[src/rtl/calendar_pkg.sv]
// -----------------------------------------------------------------------------
// calendar_pkg
// Shared calendar constants for the calendar counter:
//   - month enumeration (JAN = 1 .. DEC = 12, 0 and 13..15 are illegal)
//   - month-length table for a non-leap year
//   - cumulative days before each month for a non-leap year
//   - helper functions that apply the February leap adjustment
// Tables are indexed directly by the 4-bit month code. Illegal codes map to 0,
// so a stray index can never produce a plausible-looking length.
// -----------------------------------------------------------------------------
package calendar_pkg;

    typedef enum logic [3:0] {
        MON_NONE = 4'd0,
        JAN      = 4'd1,
        FEB      = 4'd2,
        MAR      = 4'd3,
        APR      = 4'd4,
        MAY      = 4'd5,
        JUN      = 4'd6,
        JUL      = 4'd7,
        AUG      = 4'd8,
        SEP      = 4'd9,
        OCT      = 4'd10,
        NOV      = 4'd11,
        DEC      = 4'd12
    } month_e;

    // Days per month in a common year; February is patched for leap years.
    localparam logic [4:0] MONTH_DAYS [0:15] = '{
        5'd0,
        5'd31, 5'd28, 5'd31, 5'd30, 5'd31, 5'd30,
        5'd31, 5'd31, 5'd30, 5'd31, 5'd30, 5'd31,
        5'd0,  5'd0,  5'd0
    };

    // Days elapsed before the first of each month in a common year.
    localparam logic [8:0] CUM_DAYS [0:15] = '{
        9'd0,
        9'd0,   9'd31,  9'd59,  9'd90,  9'd120, 9'd151,
        9'd181, 9'd212, 9'd243, 9'd273, 9'd304, 9'd334,
        9'd0,   9'd0,   9'd0
    };

    // Length of a month, including the leap-year February.
    function automatic logic [4:0] days_in_month(input logic [3:0] month,
                                                 input logic       is_leap);
        logic [4:0] len;
        if ((month == FEB) && is_leap) begin
            len = 5'd29;
        end else begin
            len = MONTH_DAYS[month];
        end
        return len;
    endfunction

    // Ordinal day of year for a (legal) day/month pair.
    function automatic logic [8:0] ordinal_day(input logic [4:0] day,
                                               input logic [3:0] month,
                                               input logic       is_leap);
        logic [8:0] extra;
        if (is_leap && (month > FEB)) begin
            extra = 9'd1;
        end else begin
            extra = 9'd0;
        end
        return CUM_DAYS[month] + 9'(day) + extra;
    endfunction

endpackage

[src/rtl/leap_year_det.sv]
// -----------------------------------------------------------------------------
// leap_year_det
// Combinational Gregorian leap-year detector.
//   year : input,  YEAR_W bits - year to classify
//   leap : output, 1 bit       - 1 iff (year%4==0 && year%100!=0) || year%400==0
// Year 0 is divisible by 400 and therefore classified as leap.
// -----------------------------------------------------------------------------
module leap_year_det #(
    parameter int YEAR_W = 12
) (
    input  logic [YEAR_W-1:0] year,
    output logic              leap
);

    logic [15:0] year_ext_s;
    logic        div4_s;
    logic        div100_s;
    logic        div400_s;

    // Widen to a fixed 16 bits so the modulo constants have one width for all YEAR_W.
    always_comb begin
        year_ext_s = 16'(year);
        div4_s     = (year_ext_s[1:0] == 2'b00);
        div100_s   = ((year_ext_s % 16'd100) == 16'd0);
        div400_s   = ((year_ext_s % 16'd400) == 16'd0);
        leap       = (div4_s && !div100_s) || div400_s;
    end

endmodule

[src/rtl/calendar_counter.sv]
// -----------------------------------------------------------------------------
// calendar_counter
// Day/month/year counter with ordinal day, leap flag and validated load.
//   clk        : input  - single clock, rising edge
//   rst        : input  - asynchronous active-high reset (1/1/RESET_YEAR)
//   tick       : input  - advance date by one day
//   load       : input  - load load_day/load_month/load_year (beats tick)
//   load_day   : input  [4:0]        - day 1..31
//   load_month : input  [3:0]        - month 1..12
//   load_year  : input  [YEAR_W-1:0] - year
//   day        : output [4:0]        - current day (registered)
//   month      : output [3:0]        - current month (registered)
//   year       : output [YEAR_W-1:0] - current year (registered)
//   day_of_yr  : output [8:0]        - ordinal day 1..366 (registered)
//   leap       : output              - current year is leap (from registered year)
//   load_err   : output              - one-cycle pulse on a rejected load
//   year_wrap  : output              - one-cycle pulse on year 2^YEAR_W-1 -> 0
// -----------------------------------------------------------------------------
module calendar_counter
    import calendar_pkg::*;
#(
    parameter int YEAR_W     = 12,
    parameter int RESET_YEAR = 2000
) (
    input  logic              clk,
    input  logic              rst,
    input  logic              tick,
    input  logic              load,
    input  logic [4:0]        load_day,
    input  logic [3:0]        load_month,
    input  logic [YEAR_W-1:0] load_year,
    output logic [4:0]        day,
    output logic [3:0]        month,
    output logic [YEAR_W-1:0] year,
    output logic [8:0]        day_of_yr,
    output logic              leap,
    output logic              load_err,
    output logic              year_wrap
);

    logic [4:0]        day_r;
    logic [3:0]        month_r;
    logic [YEAR_W-1:0] year_r;
    logic [8:0]        doy_r;
    logic              load_err_r;
    logic              year_wrap_r;

    logic              leap_cur_s;
    logic              leap_load_s;
    logic [4:0]        cur_len_s;
    logic [4:0]        load_len_s;
    logic              load_ok_s;
    logic [8:0]        load_doy_s;

    leap_year_det #(.YEAR_W(YEAR_W)) u_leap_cur (
        .year (year_r),
        .leap (leap_cur_s)
    );

    leap_year_det #(.YEAR_W(YEAR_W)) u_leap_load (
        .year (load_year),
        .leap (leap_load_s)
    );

    // Month length of the current date and validation of the requested load.
    always_comb begin
        cur_len_s  = days_in_month(month_r, leap_cur_s);
        load_len_s = days_in_month(load_month, leap_load_s);
        load_ok_s  = (load_month >= 4'd1) && (load_month <= 4'd12) &&
                     (load_day >= 5'd1) && (load_day <= load_len_s);
        load_doy_s = ordinal_day(load_day, load_month, leap_load_s);
    end

    // Date state: load has priority over tick; a rejected load also swallows the tick.
    always_ff @(posedge clk or posedge rst) begin
        if (rst) begin
            day_r       <= 5'd1;
            month_r     <= 4'd1;
            year_r      <= YEAR_W'(RESET_YEAR);
            doy_r       <= 9'd1;
            load_err_r  <= 1'b0;
            year_wrap_r <= 1'b0;
        end else begin
            load_err_r  <= 1'b0;
            year_wrap_r <= 1'b0;
            if (load) begin
                if (load_ok_s) begin
                    day_r   <= load_day;
                    month_r <= load_month;
                    year_r  <= load_year;
                    doy_r   <= load_doy_s;
                end else begin
                    load_err_r <= 1'b1;
                end
            end else if (tick) begin
                // ">=" keeps the counter self-recovering should day ever exceed the month length.
                if (day_r >= cur_len_s) begin
                    day_r <= 5'd1;
                    if (month_r >= DEC) begin
                        month_r     <= 4'd1;
                        year_r      <= year_r + YEAR_W'(1);
                        doy_r       <= 9'd1;
                        year_wrap_r <= (year_r == {YEAR_W{1'b1}});
                    end else begin
                        month_r <= month_r + 4'd1;
                        doy_r   <= doy_r + 9'd1;
                    end
                end else begin
                    day_r <= day_r + 5'd1;
                    doy_r <= doy_r + 9'd1;
                end
            end else begin
                day_r <= day_r;
            end
        end
    end

    assign day       = day_r;
    assign month     = month_r;
    assign year      = year_r;
    assign day_of_yr = doy_r;
    assign leap      = leap_cur_s;
    assign load_err  = load_err_r;
    assign year_wrap = year_wrap_r;

endmodule

[config.mk]
export PLATFORM = sky130hd
export DESIGN_NAME = calendar_counter
export DESIGN_NICKNAME = d
export VERILOG_FILES = /design/src/rtl/calendar_pkg.sv /design/src/rtl/leap_year_det.sv /design/src/rtl/calendar_counter.sv
export SDC_FILE = /design/constraint.sdc
export NUM_CORES = 1
export LEC_CHECK = 0
export ABC_AREA = 1
export BUFFER_PORTS_ARGS = -buffer_cell sky130_fd_sc_hd__buf_4
export CORE_ASPECT_RATIO = 1.4
export CORE_MARGIN = 2
export CORE_UTILIZATION = 45
export DETAILED_ROUTE_END_ITERATION = 7
export GPL_TIMING_DRIVEN = 0
export PLACE_DENSITY = 0.75
export SLEW_MARGIN = 10
export SYNTH_ARGS = -nofsm -noshare
export SYNTH_HDL_FRONTEND = slang
export SYNTH_SLANG_ARGS = --single-unit
[constraint.sdc]
create_clock -name clk -period 10.2 [get_ports clk]
set_clock_uncertainty 0.15 [all_clocks]
set_input_delay 2.55 -clock clk [delete_from_list [all_inputs] [get_ports clk]]
set_output_delay 2.55 -clock clk [all_outputs]
set_load 0.01 [all_outputs]
==> results of run 1 <==
## where the power goes
group / internal [mW] / total (mW) / switching, mW
Clock: 0.0900 / 0.151 / 0.0614
Combinational: 0.494 / 1.35 / 0.852
Sequential: 0.192 / 0.279 / 0.0873
## cell usage in the layout, fill, tap and decap left out, types with 2 or more instances in the layout
cell,synthesis,routed
a21oi_1,31,31
o221ai_1,4,4
o211ai_1,7,7
ha_1,31,31
a31oi_1,9,9
nor3_1,8,8
nand4_2,4,4
clkinv_1,4,4
dfrtp_1,23,23
fa_1,2,2
inv_2,13,14
a21oi_2,2,2
nand3_1,52,52
o21ai_2,2,2
nand2_2,29,29
dfstp_2,9,9
nand3_2,7,7
o22ai_1,4,4
nor2_2,3,3
nor2_1,53,53
nand3b_1,4,4
nand4_1,15,15
xor2_1,13,13
o21ai_1,10,10
o21a_1,2,2
xnor2_1,4,4
buf_4,0,56
inv_1,83,82
clkbuf_16,0,5
or2_2,5,5
clkbuf_1,9,9
nand2_4,5,5
nand2_1,174,174
clkinv_2,0,2
o21ai_0,56,56
## logic make-up (layout without fill, tap and decap cells)
kind of cell | count (synthesis) | count (layout) | synth area share (%)
adders and majority gates | 33 | 33 | 9.94
and+or+nand+nor | 363 | 363 | 40.1
DFF | 32 | 32 | 18.9
xor gates and xnor gates | 17 | 17 | 3.46
AOI/OAI and AO/OA | 135 | 135 | 18.0
buffers and inverters | 110 | 174 | 9.60
## layout make-up
class                      instances  area share [%]
sequential                        32            16.2
clock buffer                       5            2.50
clock inverter                     3           0.375
multi-input combinational        548            61.5
timing repair buffer              56            8.40
buffer                            10           0.750
tap                              110            2.75
inverter                         100            7.50
## per-stage QoR
stage	total power, mW	cells	util (%)	setup WS (ns)	cell area [um2]
floorplan	1.30	690	-	3.19	4300
global placement	1.57	856	51.7	2.26	4860
detailed placement	1.62	856	51.7	2.08	4860
CTS	1.77	864	53.2	2.28	5000
global route	1.99	864	53.2	1.60	5000
finish	1.78	864	53.2	2.23	5000
## sequential cells by signal, indices dropped and copies added (netlist names)
signal     count
year          12
load_err       1
month          4
day_of_yr      9
year_wrap      1
day            5
## cell usage after synthesis (2+ instances only)
cell type | number | area (um2)
a31oi_1 | 9 | 56.3
a21oi_2 | 2 | 17.5
fa_1 | 2 | 40.0
inv_1 | 83 | 312
ha_1 | 31 | 388
a21oi_1 | 31 | 155
nor3_1 | 8 | 40.0
clkinv_1 | 4 | 15.0
nand2_4 | 5 | 56.3
clkbuf_1 | 9 | 33.8
o22ai_1 | 4 | 25.0
xor2_1 | 13 | 114
nand3_1 | 52 | 260
or2_2 | 5 | 31.3
inv_2 | 13 | 48.8
nor2_2 | 3 | 18.8
nand4_1 | 15 | 93.8
dfrtp_1 | 23 | 576
nand2_1 | 174 | 653
o21ai_1 | 10 | 50.1
xnor2_1 | 4 | 35.0
o221ai_1 | 4 | 35.0
o21a_1 | 2 | 15.0
o211ai_1 | 7 | 52.6
nand4_2 | 4 | 50.1
o21ai_2 | 2 | 17.5
nand3b_1 | 4 | 30.0
nand2_2 | 29 | 181
dfstp_2 | 9 | 236
nand3_2 | 7 | 70.1
nor2_1 | 53 | 199
o21ai_0 | 56 | 280
## final timing paths
kind / endpoint / slack, ns / cells past startpoint
min in group asynchronous: day_of_yr[4]$_DFFE_PP0P_ / 2.24 / 2
worst min-delay path: day_of_yr[7]$_DFFE_PP0P_ / 0.40 / 2
worst max-delay path: year[0]$_DFFE_PP0P_ / 2.23 / 36
worst min register to register: day_of_yr[7]$_DFFE_PP0P_ / 0.40 / 2
worst max register to register: year[0]$_DFFE_PP0P_ / 4.51 / 37
max in group asynchronous: day[1]$_DFFE_PP0P_ / 7.19 / 2
## worst reg2reg max path: cells and delay by family (launching register included)
family	cells	cell delay, ns
compound gates	6	0.96
buf+inv	5	0.73
simple gates	25	2.90
flops	1	0.62
fa+ha+maj	1	0.23
## metal layers
layer / wire length [um] / global-route usage [%]
met1: 4760 / 26.7
met2: 6250 / 43.8
met3: 456 / 1.58
met4: 333 / 7.52
met5: 0 / 0
==> out/qor.txt, run 1 <==
Status -> finished clean
Largest net degree at the start of global routing -> 33
Number of global-route vias before repair -> 4655
Max Slew Vio Count -> 0
TNS Setup -> 0 ns
CP Max Fanout -> 10
Drt initial violations -> 246
Max-Cap Viols -> 0
Power Dens Cells -> 355 nW/um2
WHS -> 0.404 ns
Starting density of the core -> 45.7%
CTS sink count -> 32
Tmin final -> 7.97 ns
Postcts setup bufs -> 0
Final setup violation count -> 0
Hold crit path type -> reg -> reg
Largest delay contributor family on the critical path -> simple AND/OR/NAND/NOR gates
Clk_lat worst skew -> 0.28 ns
Detailed placement HPWL -> 9530 um
Post-synthesis net count -> 748
First-pass GRT wire length -> 20000 um
Static Leak -> 2.60 nW
Root Buffer -> clkbuf_16
Period utilization -> 78.2%
FMAX -> 125 MHz
Post-CTS Hold Buffers -> 0
Initial antenna violation count -> 0
Synth Area per Inst -> 6.24 um2
Seq/Total Area, Yosys -> 18.9%
Crit path arrival time -> 8.02 ns
Vias/cell -> 5.53
CTS tree -> done
Worst Setup Start Kind -> input pin
Diode count -> 0
Post-CTS sizing -> 0
Core footprint -> 9410 um2
Reg area -> 812 um2
Fill cells -> 907
Worst endpoint required time -> 10.24 ns
Wire per inst -> 13.7 um
CP Class -> in -> reg
Area delta synth->final -> 16.3%
Unrepaired setup endpoints after global routing -> false
Router iterations before antenna repair -> 5
Residual DRC -> 0
H-tree levels -> 2
Most numerous cell on the critical path -> nand2_1
Worst hold start -> day_of_yr[7]$_DFFE_PP0P_
Slowest stage delay, CP -> 0.40 ns
Total routed wirelength -> 11800 um
Critical Path Start -> load_year[9]
Routed Antenna Nets -> 0
R2r startpoint -> year[10]$_DFFE_PP1P_
Clock Pin Slew Worst Setup and Hold Paths -> 0.06 ns
Setup crit end kind -> register
CTS Buf Count -> 5
Netlist Area Pre-Place -> 4300 um2
I/O pin total -> 58
Synth Flop Type -> dfrtp_1
Remaining Overflow, GRT -> 0
Synth Register Bits -> 32
CP max-delay cell -> clkbuf_1
I/O Buffers -> 56
Vias -> 4779
Share of layout cells above drive strength 1 -> 19.6%
FFs w/ async S/R, synth -> 100%
# nets final -> 811
Worst VDD drop -> 149 uV
Synth Instances -> 690
Die ar. -> 10400 um2
Global Route Usage Sum -> 23.1%
Die width -> 86.6 um
# rows -> 42
Final Wtd Congestion -> 0.917
Die Y -> 120 um
Final hold viol count -> 0
Clock buffer depth -> 2
Slew Limit Headroom -> 52.3%
Actual slew at the worst max-slew pin -> 0.715 ns
Multi-input gate area -> 3080 um2
Synth warnings -> 0
WP buf/inv -> 3
Number of synthesized flops with an enable pin -> 0
Distinct cells, synth -> 45
Power figures use the tool's default switching activity.
==> run 2: changes to the inputs <==
--- a/config.mk
+++ b/config.mk
@@ -12,7 +12,7 @@
 export CORE_UTILIZATION = 45
 export DETAILED_ROUTE_END_ITERATION = 7
 export GPL_TIMING_DRIVEN = 0
-export PLACE_DENSITY = 0.75
+export PLACE_DENSITY = 0.77
 export SLEW_MARGIN = 10
 export SYNTH_ARGS = -nofsm -noshare
 export SYNTH_HDL_FRONTEND = slang
==> constraint.sdc (replaced) <==
create_clock -name clk -period 6.6 [get_ports clk]
set_clock_uncertainty 0.15 [all_clocks]
set_input_delay 1.65 -clock clk [delete_from_list [all_inputs] [get_ports clk]]
set_output_delay 1.65 -clock clk [all_outputs]
set_load 0.01 [all_outputs]
==> out/qor.txt, run 2 (synthesis gave the netlist of run 1 again) <==
Residual DRC -> 0 (unchanged)
CTS tree -> done
Vias/cell -> 5.62 (+1.5%)
Die width -> 86.6 um (unchanged)
Routed Antenna Nets -> 0 (unchanged)
Place WS -> -0.540 ns (-2.62 ns)
Tmin final -> 6.55 ns
Worst Setup Start Kind -> input pin
First-pass GRT wire length -> 19800 um (-0.83%)
Number of global-route vias before repair -> 4551 (-2.2%)
Slowest stage delay, CP -> 0.37 ns (-0.03 ns)
Layout Utilization -> 57.3% (+4.1 points)
Diode count -> 0 (unchanged)
Core footprint -> 9410 um2 (unchanged)
R2r startpoint -> year[9]$_DFFE_PP1P_
Root Buffer -> clkbuf_16
Clock Pin Slew Worst Setup and Hold Paths -> 0.05 ns (about the same)
Area delta synth->final -> 25.3%
Starting density of the core -> 45.7% (unchanged)
R2R depth -> 36 (-2.7%)
Hold Path Stages -> 2 (unchanged)
H-tree levels -> 2 (unchanged)
WP buf/inv -> 5 (+2)
Die ar. -> 10400 um2 (unchanged)
# rows -> 42 (unchanged)
Largest net degree at the start of global routing -> 33 (unchanged)
Max Slew Vio Count -> 0 (unchanged)
Share of layout cells above drive strength 1 -> 25.7% (+6.1 points)
Setup ws final -> 0.0490 ns (-2.18 ns)
Remaining Overflow, GRT -> 0 (unchanged)
# nets final -> 828 (+2.1%)
CTS sink count -> 32 (unchanged)
Actual slew at the worst max-slew pin -> 0.695 ns (-0.0195 ns)
CP Depth -> 39 (+8.3%)
Hold crit path type -> reg -> reg
Final Wtd Congestion -> 0.936 (+2.1%)
Most numerous cell on the critical path -> nand2_4
FMAX -> 153 MHz
Period utilization -> 99.3%
CTS Buf Count -> 5 (unchanged)
Clock buffer depth -> 2 (unchanged)
Vias -> 4948 (+3.5%)
Final setup violation count -> 0 (unchanged)
Worst VDD drop -> 247 uV (+66%)
RR Endpoint -> day_of_yr[6]$_DFFE_PP0P_
Clk_lat worst skew -> 0.28 ns (about the same)
CP Class -> in -> reg
Final hold viol count -> 0 (unchanged)
Crit path arrival time -> 6.59 ns (-1.43 ns)
I/O pin total -> 58 (unchanged)
Largest delay contributor family on the critical path -> simple AND/OR/NAND/NOR gates
Slew Limit Headroom -> 53.6% (+1.3 points)
Reg2Reg Setup Slack -> 1.11 ns (-3.40 ns)
Detailed placement HPWL -> 9530 um (about the same)
I/O Buffers -> 56 (unchanged)
Worst hold start -> day_of_yr[0]$_DFFE_PP1P_
Max-Cap Viols -> 0 (unchanged)
Wire per inst -> 14.2 um (+4.1%)
Leading cell type in the layout, fill and taps excluded -> nand2_1
Status -> finished clean
Setup crit end kind -> register
Commonest cells after routing, fill and taps aside -> nand2_1, inv_1, buf_4
Static Leak -> 2.69 nW (+3.8%)
Total routed wirelength -> 12500 um (+6.1%)
Initial antenna violation count -> 0 (unchanged)
CP max-delay cell -> o211ai_1
Die Y -> 120 um (unchanged)
Drt initial violations -> 349 (+42%)
Global Route Usage Sum -> 23.0% (-0.095 points)
Number of flip-flops in the largest register -> 12 (unchanged)
Power Dens Cells -> 525 nW/um2 (+48%)
Worst endpoint required time -> 6.64 ns (-3.60 ns)
Router iterations before antenna repair -> 6 (+1)
WHS -> 0.400 ns (-0.00398 ns)
Min-Delay Endpoint -> day_of_yr[0]$_DFFE_PP1P_
CP Max Fanout -> 7 (-3)
## run 2: cell count changes in the layout (fill, tap and decap cells not counted), sizes merged
cell,previous run,this run
clkinv,7,5
buf,57,76
clkinvlp,0,2
inv,96,94
## run 2: where the power goes
part	internal, mW	leakage, nW	switching (mW)
Combinational	0.799	2.25	1.37
Sequential	0.296	0.370	0.135
Clock	0.150	0.0701	0.0838
Total	1.25	2.69	1.59
## run 2: tightest hold or removal path, delay by kind of cell, from the launching register on
kind	cells	cell delay, ns
flip-flops	1	0.39
buffers and inverters	1	0.07
AO/OA/AOI/OAI	1	0.08
## run 2: layout make-up
class | instances | area, um2
buffer | 10 | 53.8
clock buffer | 7 | 143
clock inverter | 1 | 7.51
fill | 864 | 4020
inverter | 100 | 387
multi-input combinational | 548 | 3300
sequential | 32 | 812
tap | 110 | 138
timing repair buffer | 73 | 548
## run 2: per-layer routing
layer	vias to the layer above	track usage, %	share of wire [%]
li1	2455	-	-
met1	2308	26.6	39
met2	159	43.7	55
met3	26	2.48	4.4
met4	0	5.96	1.5
met5	-	0	0
## run 2: how the worst max path moves through the flow
| stage | start | to | slack [ns] |
|---|---|---|---|
| after global placement | load_year[9] | year[5]$_DFFE_PP0P_ | -0.41 |
| after CTS | load_year[9] | year[0]$_DFFE_PP0P_ | 0.02 |
| after global routing | load_year[11] | year[0]$_DFFE_PP0P_ | -0.25 |
| after floorplan | load_year[9] | year[5]$_DFFE_PP0P_ | 0.49 |
| final | load_year[11] | year[0]$_DFFE_PP0P_ | 0.05 |
| after detailed placement | load_year[9] | year[5]$_DFFE_PP0P_ | -0.54 |
## run 2: repair_timing
action | in CTS | in global routing
setup endpoints to repair | 12 | 27
resized for setup | 5 | 65
pin swaps | 0 | 23
setup buffers | 0 | 16
hold buffers | 0 | 0
endpoints found under the hold margin | 0 | 0
gates cloned | 0 | 1
## run 2: metrics by stage
stage	TNS (ns)	instance area, um2	instances	total power, mW
finish	0	5390	881	2.83
global route	-4.52	5390	881	3.15
global placement	-4.23	4860	856	2.41
CTS	0	5030	864	2.76
detailed placement	-5.99	4860	856	2.51
floorplan	0	4300	690	2.00
==> run 3: changes to the inputs <==
--- a/config.mk
+++ b/config.mk
@@ -13,7 +13,6 @@
 export DETAILED_ROUTE_END_ITERATION = 7
 export GPL_TIMING_DRIVEN = 0
 export PLACE_DENSITY = 0.77
-export SLEW_MARGIN = 10
 export SYNTH_ARGS = -nofsm -noshare
 export SYNTH_HDL_FRONTEND = slang
 export SYNTH_SLANG_ARGS = --single-unit
==> constraint.sdc (replaced) <==
create_clock -name clk -period 6.6 [get_ports clk]
set_clock_uncertainty 0.15 [all_clocks]
set_input_delay 0.66 -clock clk [delete_from_list [all_inputs] [get_ports clk]]
set_output_delay 0.66 -clock clk [all_outputs]
set_load 0.01 [all_outputs]
==> out/qor.txt, run 3 (synthesis gave the netlist of run 1 again) <==
Die width -> 86.6 um (unchanged)
Die ar. -> 10400 um2 (unchanged)
I/O Buffers -> 56 (unchanged)
Crit path arrival time -> 5.84 ns (-0.75 ns)
CP Class -> in -> reg
Placed insts -> 856 (unchanged)
Finished Layout Cells -> 865 (-1.8%)
Tmin final -> 5.81 ns (-0.736 ns)
Hold crit path type -> in -> async
H-tree levels -> 2 (unchanged)
Drt initial violations -> 340 (-2.6%)
CTS tree -> done
Starting density of the core -> 45.7% (unchanged)
Post-CTS Hold Buffers -> 0 (unchanged)
First-pass GRT wire length -> 19800 um (about the same)
Worst endpoint required time -> 6.62 ns (-0.02 ns)
CTS sink count -> 32 (unchanged)
Total routed wirelength -> 11700 um (-6.7%)
Largest net degree at the start of global routing -> 33 (unchanged)
Power Dens Cells -> 549 nW/um2 (+4.6%)
Status -> finished clean
Fill cells -> 894 (+3.5%)
CTS Buf Count -> 5 (unchanged)
Detailed placement HPWL -> 9530 um (unchanged)
Root Buffer -> clkbuf_16
I/O pin total -> 58 (unchanged)
TNS Setup -> 0 ns (unchanged)
Number of global-route vias before repair -> 4544 (-0.15%)
Commonest cells after routing, fill and taps aside -> nand2_1, inv_1, o21ai_0, buf_4, nor2_1
Setup crit end kind -> register
Initial antenna violation count -> 0 (unchanged)
Area delta synth->final -> 17.0%
# nets final -> 812 (-1.9%)
Global Route Usage Sum -> 23.0% (unchanged)
Share of layout cells above drive strength 1 -> 19.7% (-5.9 points)
Remaining Overflow, GRT -> 0 (unchanged)
Final Wtd Congestion -> 0.936 (unchanged)
Worst Setup Start Kind -> input pin
Router iterations before antenna repair -> 5 (-1)
Vias/cell -> 5.54 (-1.4%)
Max Slew Vio Count -> 0 (unchanged)
Final hold viol count -> 0 (unchanged)
FMAX -> 172 MHz (+13%)
Routed Antenna Nets -> 0 (unchanged)
Leading cell type in the layout, fill and taps excluded -> nand2_1
Unrepaired setup endpoints after global routing -> false
Core footprint -> 9410 um2 (unchanged)
Slew Limit Headroom -> 64.0% (+10 points)
CP max-delay cell -> nor2_1
Wire per inst -> 13.5 um (-4.9%)
Diode count -> 0 (unchanged)
Vias -> 4790 (-3.2%)
Clock Pin Slew Worst Setup and Hold Paths -> 0.05 ns (about the same)
Residual DRC -> 0 (unchanged)
Worst VDD drop -> 249 uV (+0.82%)
Reg area -> 812 um2 (unchanged)
Slowest stage delay, CP -> 0.31 ns (-0.06 ns)
Die Y -> 120 um (unchanged)
WHS -> 0.152 ns (-0.248 ns)
Clk_lat worst skew -> 0.28 ns (about the same)
Final setup violation count -> 0 (unchanged)
Period utilization -> 88.1% (-11 points)
Max-Cap Viols -> 0 (unchanged)
Multi-input gate area -> 3080 um2 (-6.8%)
Static Leak -> 2.61 nW (-3.3%)
Number of flip-flops in the largest register -> 12 (unchanged)
Most numerous cell on the critical path -> nand2_1
Actual slew at the worst max-slew pin -> 0.540 ns (-0.156 ns)
# rows -> 42 (unchanged)
Clock buffer depth -> 2 (unchanged)
CP Max Fanout -> 10 (+3)
## run 3: where the power goes
| group | internal, mW | leakage, nW | total (mW) | switching [mW] |
|---|---|---|---|---|
| Combinational | 0.766 | 2.17 | 2.10 | 1.33 |
| Clock | 0.150 | 0.0701 | 0.234 | 0.0835 |
| Sequential | 0.296 | 0.370 | 0.432 | 0.136 |
## run 3: cell type report
class                           count  share of cell area (%)
Clock buffer                        7                    2.83
Multi-Input combinational cell    548                    61.1
Tap cell                          110                    2.73
Sequential cell                    32                    16.1
Buffer                             10                   0.795
Clock inverter                      1                   0.149
Inverter                          100                    7.46
Timing Repair Buffer               57                    8.75
## run 3: critical path: cells and delay by family
kind,cells,cell delay (ns)
AND/OR/NAND/NOR,25,2.71
adder cells (fa/ha/maj),1,0.29
AO/OA/AOI/OAI,9,1.60
buffers and inverters,3,0.57
## run 3: through the flow
stage	utilization (%)	power, mW	instance area (um2)	worst slack [ns]
CTS	53.3	2.75	5010	0.652
finish	53.5	2.76	5030	0.785
global placement	51.7	2.41	4860	0.577
detailed placement	51.7	2.51	4860	0.450
global route	53.5	3.08	5030	0.0436
floorplan	-	2.00	4300	1.48
## run 3: worst paths after layout
kind	endpoint	depth (start not counted)	slack (ns)	startpoint
worst max-delay path	year[0]$_DFFE_PP0P_	38	0.79	load_year[9]
worst min-delay path	day_of_yr[5]$_DFFE_PP0P_	2	0.15	rst
worst max register to register	year[0]$_DFFE_PP0P_	37	0.92	year[10]$_DFFE_PP1P_
worst min register to register	day_of_yr[0]$_DFFE_PP1P_	2	0.39	day_of_yr[0]$_DFFE_PP1P_
max in group asynchronous	year[4]$_DFFE_PP1P_	3	5.67	rst
min in group clk	day_of_yr[0]$_DFFE_PP1P_	2	0.39	day_of_yr[0]$_DFFE_PP1P_
## run 3: layer usage
layer  vias up  track usage (%)  routed length (um)
met5         -                0                   0
met4         0             5.66                 151
met3        16             2.48                 411
met2       116             43.8                6400
met1      2233             26.7                4720
li1       2425                -                   -
## run 3: repair_timing
action	CTS	global route
endpoints found under the setup margin	0	9
gates resized for setup	0	4
setup buffers	0	0
